$ cat src/rtl/uart_pkg.sv
// uart_pkg: shared constants, lock states and one-hot encoder for the UART TX arbiter
package uart_pkg;
  localparam int N_REQ = 4;
  localparam int IDX_W = 2;
  localparam logic [7:0] LOCK_TO = 8'd255;
  typedef enum logic {sFree, sLock} lock_state_t;
  function automatic logic [IDX_W-1:0] oh2idx(input logic [N_REQ-1:0] oh);
    oh2idx = '0;
    for (int i = 0; i < N_REQ; i++) if (oh[i]) oh2idx = IDX_W'(i);
  endfunction
endpackage

$ cat src/rtl/uart_rr_pick.sv
// uart_rr_pick: combinational round-robin pick, priority starts at last+1
module uart_rr_pick
  import uart_pkg::*;
(
  input  logic [N_REQ-1:0] req,
  input  logic [IDX_W-1:0] last,
  output logic [N_REQ-1:0] gnt,
  output logic             valid
);
  always_comb begin
    gnt = '0;
    for (int k = N_REQ; k > 0; k--)
      if (req[last + IDX_W'(k)]) gnt = N_REQ'(1) << (last + IDX_W'(k));
  end
  assign valid = |req;
endmodule

$ cat src/rtl/uart_tx_arbiter.sv
// uart_tx_arbiter: 4-way round-robin arbiter feeding a one-byte UART TX holding register
// Optional packet lock with idle timeout when UART_TX_ARB_LOCK_EN is defined.
module uart_tx_arbiter
  import uart_pkg::*;
(
  input  logic             Clk,
  input  logic             Rst,
  input  logic [N_REQ-1:0] Req,
  input  logic [31:0]      Dat,
  input  logic [N_REQ-1:0] Last,
  output logic [N_REQ-1:0] Ack,
  output logic [7:0]       THR,
  output logic             TF_EF,
  input  logic             TF_RE,
  output logic [IDX_W-1:0] Owner,
  output logic             Locked,
  output logic             LockTO
);
  logic full, vld, grant;
  logic [N_REQ-1:0] elig, gnt;
  logic [IDX_W-1:0] gidx;
  assign grant = (~full | TF_RE) & vld;
  assign gidx = oh2idx(gnt);
  assign TF_EF = ~full;
  uart_rr_pick u_pick (.req(elig), .last(Owner), .gnt(gnt), .valid(vld));
  always_ff @(posedge Clk) begin
    if (Rst) begin
      full <= 1'b0;
      THR <= 8'h00;
      Ack <= '0;
      Owner <= IDX_W'(N_REQ - 1);
    end else begin
      Ack <= grant ? gnt : '0;
      if (grant) begin
        THR <= Dat[{gidx, 3'b000} +: 8];
        Owner <= gidx;
        full <= 1'b1;
      end else if (TF_RE) full <= 1'b0;
    end
  end
`ifdef UART_TX_ARB_LOCK_EN
  lock_state_t state, state_n;
  logic [7:0] cnt, cnt_n;
  logic to_n;
  // While locked only the packet owner may win, and never in its own Ack cycle.
  assign elig = Req & ~Ack & (state == sLock ? N_REQ'(1) << Owner : '1);
  assign Locked = state == sLock;
  always_comb begin
    state_n = state;
    cnt_n = cnt;
    to_n = 1'b0;
    if (grant) begin
      cnt_n = '0;
      state_n = Last[gidx] ? sFree : sLock;
    end else if (state == sLock && !Req[Owner]) begin
      to_n = cnt == LOCK_TO - 8'd1;
      cnt_n = to_n ? '0 : cnt + 8'd1;
      state_n = to_n ? sFree : sLock;
    end
  end
  always_ff @(posedge Clk) begin
    if (Rst) begin
      state <= sFree;
      cnt <= '0;
      LockTO <= 1'b0;
    end else begin
      state <= state_n;
      cnt <= cnt_n;
      LockTO <= to_n;
    end
  end
`else
  logic unused_last;
  assign unused_last = ^Last;
  assign elig = Req & ~Ack;
  assign Locked = 1'b0;
  assign LockTO = 1'b0;
`endif
endmodule

$ cat config.mk
export PLATFORM = sky130hd
export DESIGN_NAME = uart_tx_arbiter
export DESIGN_NICKNAME = d
export VERILOG_FILES = /design/src/rtl/uart_pkg.sv /design/src/rtl/uart_rr_pick.sv /design/src/rtl/uart_tx_arbiter.sv
export SDC_FILE = /design/constraint.sdc
export NUM_CORES = 1
export LEC_CHECK = 0
export ABC_AREA = 0
export BUFFER_PORTS_ARGS = -buffer_cell sky130_fd_sc_hd__buf_4
export CORE_MARGIN = 3
export CORE_UTILIZATION = 51
export CTS_BUF_LIST = sky130_fd_sc_hd__clkbuf_8
export DETAILED_ROUTE_END_ITERATION = 12
export PLACE_DENSITY = 0.94
export SLEW_MARGIN = 5
export SYNTH_ARGS = -nofsm -noshare
export SYNTH_HDL_FRONTEND = slang
export SYNTH_SLANG_ARGS = --single-unit
$ cat constraint.sdc
create_clock -name Clk -period 4.8 [get_ports Clk]
set_clock_uncertainty 0.05 [all_clocks]
set_input_delay 0.96 -clock Clk [delete_from_list [all_inputs] [get_ports Clk]]
set_output_delay 0.96 -clock Clk [all_outputs]
set_load 0.01 [all_outputs]
=== Yosys cells after proc, flatten, opt, wreduce, memory -nomap -nowiden ===
Index checks and enable logic that the tools add are counted.

* Register bits after elaboration: 15
* Bits in latches: 0
* Bits in writable memories: 0
* Memory bits (read-only): 0
* Bits of input ports: 43
* Output and inout port bits: 17
* Logic and storage cells: 42
* Memories kept: 0

* Add/subtract/negate cells: 3
* Multiply operators: 0
* Div/mod/pow operators: 0
* Magnitude comparators: 4
* Equality and inequality tests: 0
* Shift operators: 5
* Muxes and demuxes: 17
* Bitwise logic cells: 6
* Reductions and logical operators: 3

{| class="wikitable"
|+ Operators by type and width
! operator !! number
|-
| 32-bit by 6-bit variable part select with 8-bit output || 1
|-
| 4-bit 2-to-1 mux || 4
|-
| 1-bit by 2-bit << shifter with 4-bit output (first input constant) || 4
|-
| 2-bit by 3-bit < comparator with 1-bit output (second input constant) || 4
|-
| 1-bit binary-select mux with 2-bit select || 4
|-
| 1-bit 2-to-1 mux || 7
|-
| 2-bit adder (second input constant) || 2
|-
| 4-bit bitwise AND || 1
|-
| 2-bit 2-to-1 mux || 2
|-
| 4-bit NOT || 1
|-
| 4-bit OR reduction || 1
|-
| 2-bit by 1-bit adder with 2-bit output (second input constant) || 1
|-
| 1-bit NOT || 2
|-
| 2-bit nonzero test || 1
|-
| 2-bit OR reduction || 1
|-
| 1-bit bitwise AND || 1
|-
| 1-bit OR || 1
|}

=== Longest topological paths before layout ===
* Depth in word-level cells: 12
* Mapped depth: 11
* Mapped depth without buffers: 8

=== Cells and area by module ===
A second synthesis with hierarchy kept.

* Cell total of the unflattened synthesis: 125
* Area total of the unflattened synthesis: 1154.9 sq um

{| class="wikitable"
|+ Modules (own cells, without submodules)
! module !! instances !! cells each !! area an instance (sq um) !! sequential area each (sq um)
|-
| uart_tx_arbiter || 1 || 80 || 769.5 || 300.3
|-
| uart_rr_pick || 1 || 45 || 385.4 || 0.0
|}

=== Least setup slack after synthesis ===
No wires, ideal clock.

* Path type: input-to-reg
* Start point: in Req[3]
* End point: reg THR[0]
* Library setup time: 81 ps
* Data arrival time: 2757 ps
* Required time: 4669 ps
* Path slack: 1912 ps
* Cell stages on the path: 8
* Buffers on the path: 1
* Cells stage by stage: nand2b_1 > mux4_2 > or3b_1 > o221a_2 > buf_6 > mux2i_1 > a211o_1 > a211oi_2

* Longest elaborated chain between the ends: 11
* Elaborated cells between the ends (all ways): 19
* Those cells by class: 1 x shift; 15 x mux; 2 x bitwise; 1 x reduce/logical

{| class="wikitable"
|+ Ends and longest elaborated chain
! item !! line !! source
|-
| start: declaration || uart_tx_arbiter.sv:8 || <nowiki>input logic [N_REQ-1:0] Req,</nowiki>
|-
| 4-bit bitwise AND * || uart_tx_arbiter.sv:75 || <nowiki>assign elig = Req & ~Ack;</nowiki>
|-
| 1-bit binary-select mux with 2-bit select || uart_rr_pick.sv:13 || <nowiki>if (req[last + IDX_W'(k)]) gnt = N_REQ'(1) << (last + IDX_W'(k));</nowiki>
|-
| 1-bit 2-to-1 mux (implied by the code) || uart_rr_pick.sv:13 ||
|-
| 4-bit 2-to-1 mux (4 in series) || uart_rr_pick.sv:13 ||
|-
| 1-bit 2-to-1 mux || uart_pkg.sv:9 || <nowiki>for (int i = 0; i < N_REQ; i++) if (oh[i]) oh2idx = IDX_W'(i);</nowiki>
|-
| 2-bit 2-to-1 mux (2 in series) || uart_pkg.sv:9 ||
|-
| 32-bit by 6-bit variable part select with 8-bit output || uart_tx_arbiter.sv:35 || <nowiki>THR <= Dat[{gidx, 3'b000} +: 8];</nowiki>
|-
| end signal: assignment || uart_tx_arbiter.sv:35 ||
|-
| end: declaration || uart_tx_arbiter.sv:12 || <nowiki>output logic [7:0] THR,</nowiki>
|}

Mark *: on every way between the ends. The rest lies on a longest branch, timed or not. The select of a mux whose other input is x is not followed.
A chain may end at the register's enable or synchronous reset.

=== Worst setup path in the final report ===
* Start point: reg Owner[0]
* End point: reg THR[2]

* Longest elaborated chain between the ends: 10
* Elaborated cells between the ends (all ways): 23
* Those cells by class: 3 x add/sub; 5 x shift; 15 x mux

{| class="wikitable"
|+ Ends and longest elaborated chain
! item !! line !! source
|-
| start: declaration || uart_tx_arbiter.sv:15 || <nowiki>output logic [IDX_W-1:0] Owner,</nowiki>
|-
| start signal: assignment || uart_tx_arbiter.sv:31 || <nowiki>Owner <= IDX_W'(N_REQ - 1);</nowiki>
|-
| start signal: assignment || uart_tx_arbiter.sv:36 || <nowiki>Owner <= gidx;</nowiki>
|-
| 2-bit adder / 1-bit binary-select mux with 2-bit select (equally long branches) || uart_rr_pick.sv:13 ||
|-
| 1-bit binary-select mux with 2-bit select / 1-bit 2-to-1 mux (equally long branches) || uart_rr_pick.sv:13 ||
|-
| 1-bit 2-to-1 mux (implied by the code) / 4-bit 2-to-1 mux (equally long branches) || uart_rr_pick.sv:13 ||
|-
| 4-bit 2-to-1 mux (2 in series) || uart_rr_pick.sv:13 ||
|-
| 4-bit 2-to-1 mux * || uart_rr_pick.sv:13 ||
|-
| 1-bit 2-to-1 mux || uart_pkg.sv:9 ||
|-
| 2-bit 2-to-1 mux || uart_pkg.sv:9 ||
|-
| 2-bit 2-to-1 mux * || uart_pkg.sv:9 ||
|-
| 32-bit by 6-bit variable part select with 8-bit output * || uart_tx_arbiter.sv:35 ||
|}

Marks and branches as above.

==> results.ini <==
[flow_run]
drv_cap = 0

[clock_tree]
cts_resized = 0
cts_buffers = 3
root_buffer = clkbuf_8
worstSkewPairLatency_ns = 0.25
htreeDepth = 1
cts_setup_buffers = 0
tritoncts = yes
clk_path_buf_depth = 2
numClockSinks = 15
cts_hold_buf = 0
clkTransAtPathRegs_ns = 0.06

[finish]
instances_no_fill = 205
stdcell_area_um2 = 1610
syn_to_final_growth_pct = 34.0
final_util_pct = 76.8
num-nets-final = 226
drive_gt1_share_pct = 42.1
nFillCells = 152
n_antenna_cell = 0

[yosys]
seq_area_frac_synth_pct = 24.9
synth_area_um2 = 1200
synth_warnings = 0
ys_ff_latch = 15
synth_cell_types = 35
synth_cells = 130
avgSynthCellArea_um2 = 9.27

[sta]
tightest_slew_ns = 0.880
setup_tns_ns = 0
relSlewSlack_pct = 41.3
finalSetupViolCount = 0
whs_ns = 0.492
finalCritPeriodShare_pct = 64.4
fmax_mhz = 323
rsz0062_at_grt = no
finalHoldViolations = 0
post-route-min-period_ns = 3.09
finalWorstSetupSlack_ns = 1.71
slew_violations = 0

[global_routing]
grt.total_usage_pct = 25.6
grt_pass1_vias = 1134
grt_max_degree = 20
antenna_found_initial = 0
grt_pass1_wl_um = 5260
grt_overflow = 0

[detailed_routing]
firstDrtPassIters = 4
drt_iter0_drc = 36
vias_per_cell = 6.01
vias = 1232
drc = 0
postRouteAntennaNets = 0
wire_per_inst_um = 17.4
wirelength_um = 3560

[critical_path]
required_ns = 4.92
cp.arrival_ns = 3.21
worstSetupStartpointType = flip-flop
critPathKind = flip-flop to flip-flop
cp_max_fo = 19
endpoint_kind = flip-flop

[run_status]
status = completed

[placed_design]
hpwl_um = 2730
place_ws_ns = 1.55
port_buffers = 53
place_area_um2 = 1570
gp_congestion = 0.777
dp_cells = 201

[floorplan]
die_h_um = 54.6
die_x_um = 54.6
coreArea_um2 = 2100
io_pins = 60
dieArea_um2 = 2980
initial_core_util_pct = 57.3
rows = 16

[power_and_ir_drop]
static-leakage-power_nw = 0.752
p_per_area_nw_per_um2 = 712
ir_worst_vdd_v = 0.000501
finalPower_mw = 1.15

[worst_hold_path]
hp-class = flip-flop to flip-flop

-- placed cells by master, fill, tap and decap left out --
master,n
ha_1,4
a211o_1,8
dfxtp_1,15
nor4_1,1
o22ai_1,1
nand2_1,2
nor3b_2,1
a22oi_1,1
conb_1,2
o211ai_2,1
clkbuf_8,3
clkinv_2,1
o21bai_1,1
nor3_1,3
inv_4,1
mux2i_1,8
mux4_2,4
a211oi_1,1
a211oi_2,8
nor2_1,22
a221oi_1,1
o211ai_1,1
nor3b_1,2
inv_1,4
or3b_1,2
o221ai_2,1
nor2b_1,5
mux4_1,1
a21oi_1,11
buf_4,53
nand2b_1,7
a211oi_4,1
o221a_2,1
-- final cells by class --
class                      instances  area (um2)  share of cell area (%)
multi-input combinational        101         815                    50.5
sequential                        15         300                    18.6
clock buffer                       3        41.3                    2.56
clock inverter                     1        5.00                   0.310
timing repair buffer              53         398                    24.7
tap                               27        33.8                    2.09
inverter                           5        21.3                    1.32
-- cell families (layout without fill, tap and decap cells) --
logic type               Yosys count  count (layout)  synth area share, %
other                              1               2                0.311
flip-flops                        15              15                 24.9
AND/OR/NAND/NOR                   45              45                 19.2
multiplexers                      13              13                 16.3
adder cells (fa/ha/maj)            4               4                 4.15
AO/OA/AOI/OAI                     37              37                 27.3
buffers and inverters             15              62                 7.79
-- metal layers --
layer,vias to the layer above,GRT usage (%),part of all wire (%)
met5,-,0,0
li1,575,-,-
met2,54,47.4,54
met1,590,28.2,37
met4,0,13.7,3.2
met3,13,2.45,5.4
-- cells in the mapped netlist, drive strengths merged --
cell type	n	area [um2]
a211oi	10	128
conb	1	3.75
buf	8	65.1
nand2	2	7.51
mux2i	8	80.1
nor4	1	6.26
nor3	3	15.0
mux4	5	116
or3b	2	17.5
dfxtp	15	300
o221ai	1	15.0
o21bai	1	7.51
a21oi	11	55.1
nor2	22	82.6
o22ai	1	6.26
a221oi	1	8.76
clkbuf	2	7.51
nor2b	5	31.3
o211ai	2	20.0
a211o	8	70.1
nor3b	3	27.5
ha	4	50.1
a22oi	1	7.51
inv	5	21.3
nand2b	7	43.8
o221a	1	11.3
-- state kept, by name, summed over array words and instances, names as in the netlist --
name	cells
full	1
Owner	2
THR	8
Ack	4
-- path summary, 6_finish.rpt --
kind         startpoint      to  slack (ns)  cells after the start
min              THR[4]  THR[4]        0.49                      2
min reg2reg      THR[4]  THR[4]        0.49                      2
max reg2reg    Owner[0]  THR[2]        1.71                      8
max            Owner[0]  THR[2]        1.71                      8
-- worst max-delay path: stages (launching register included) --
cell and delay (ns):
dfxtp_1 0.60, inv_4 0.08, ha_1 0.36, mux4_2 0.40, o211ai_1 0.15, o221ai_2 0.72
nor2_1 0.11, a211o_1 0.36, a211oi_2 0.19
-- where the power goes --
group          leakage [nW]  switching (mW)  internal, mW
Combinational         0.602           0.464         0.369
Sequential            0.125          0.0404         0.174
Clock                0.0255          0.0438        0.0574
(Power assumes the default switching activity.)
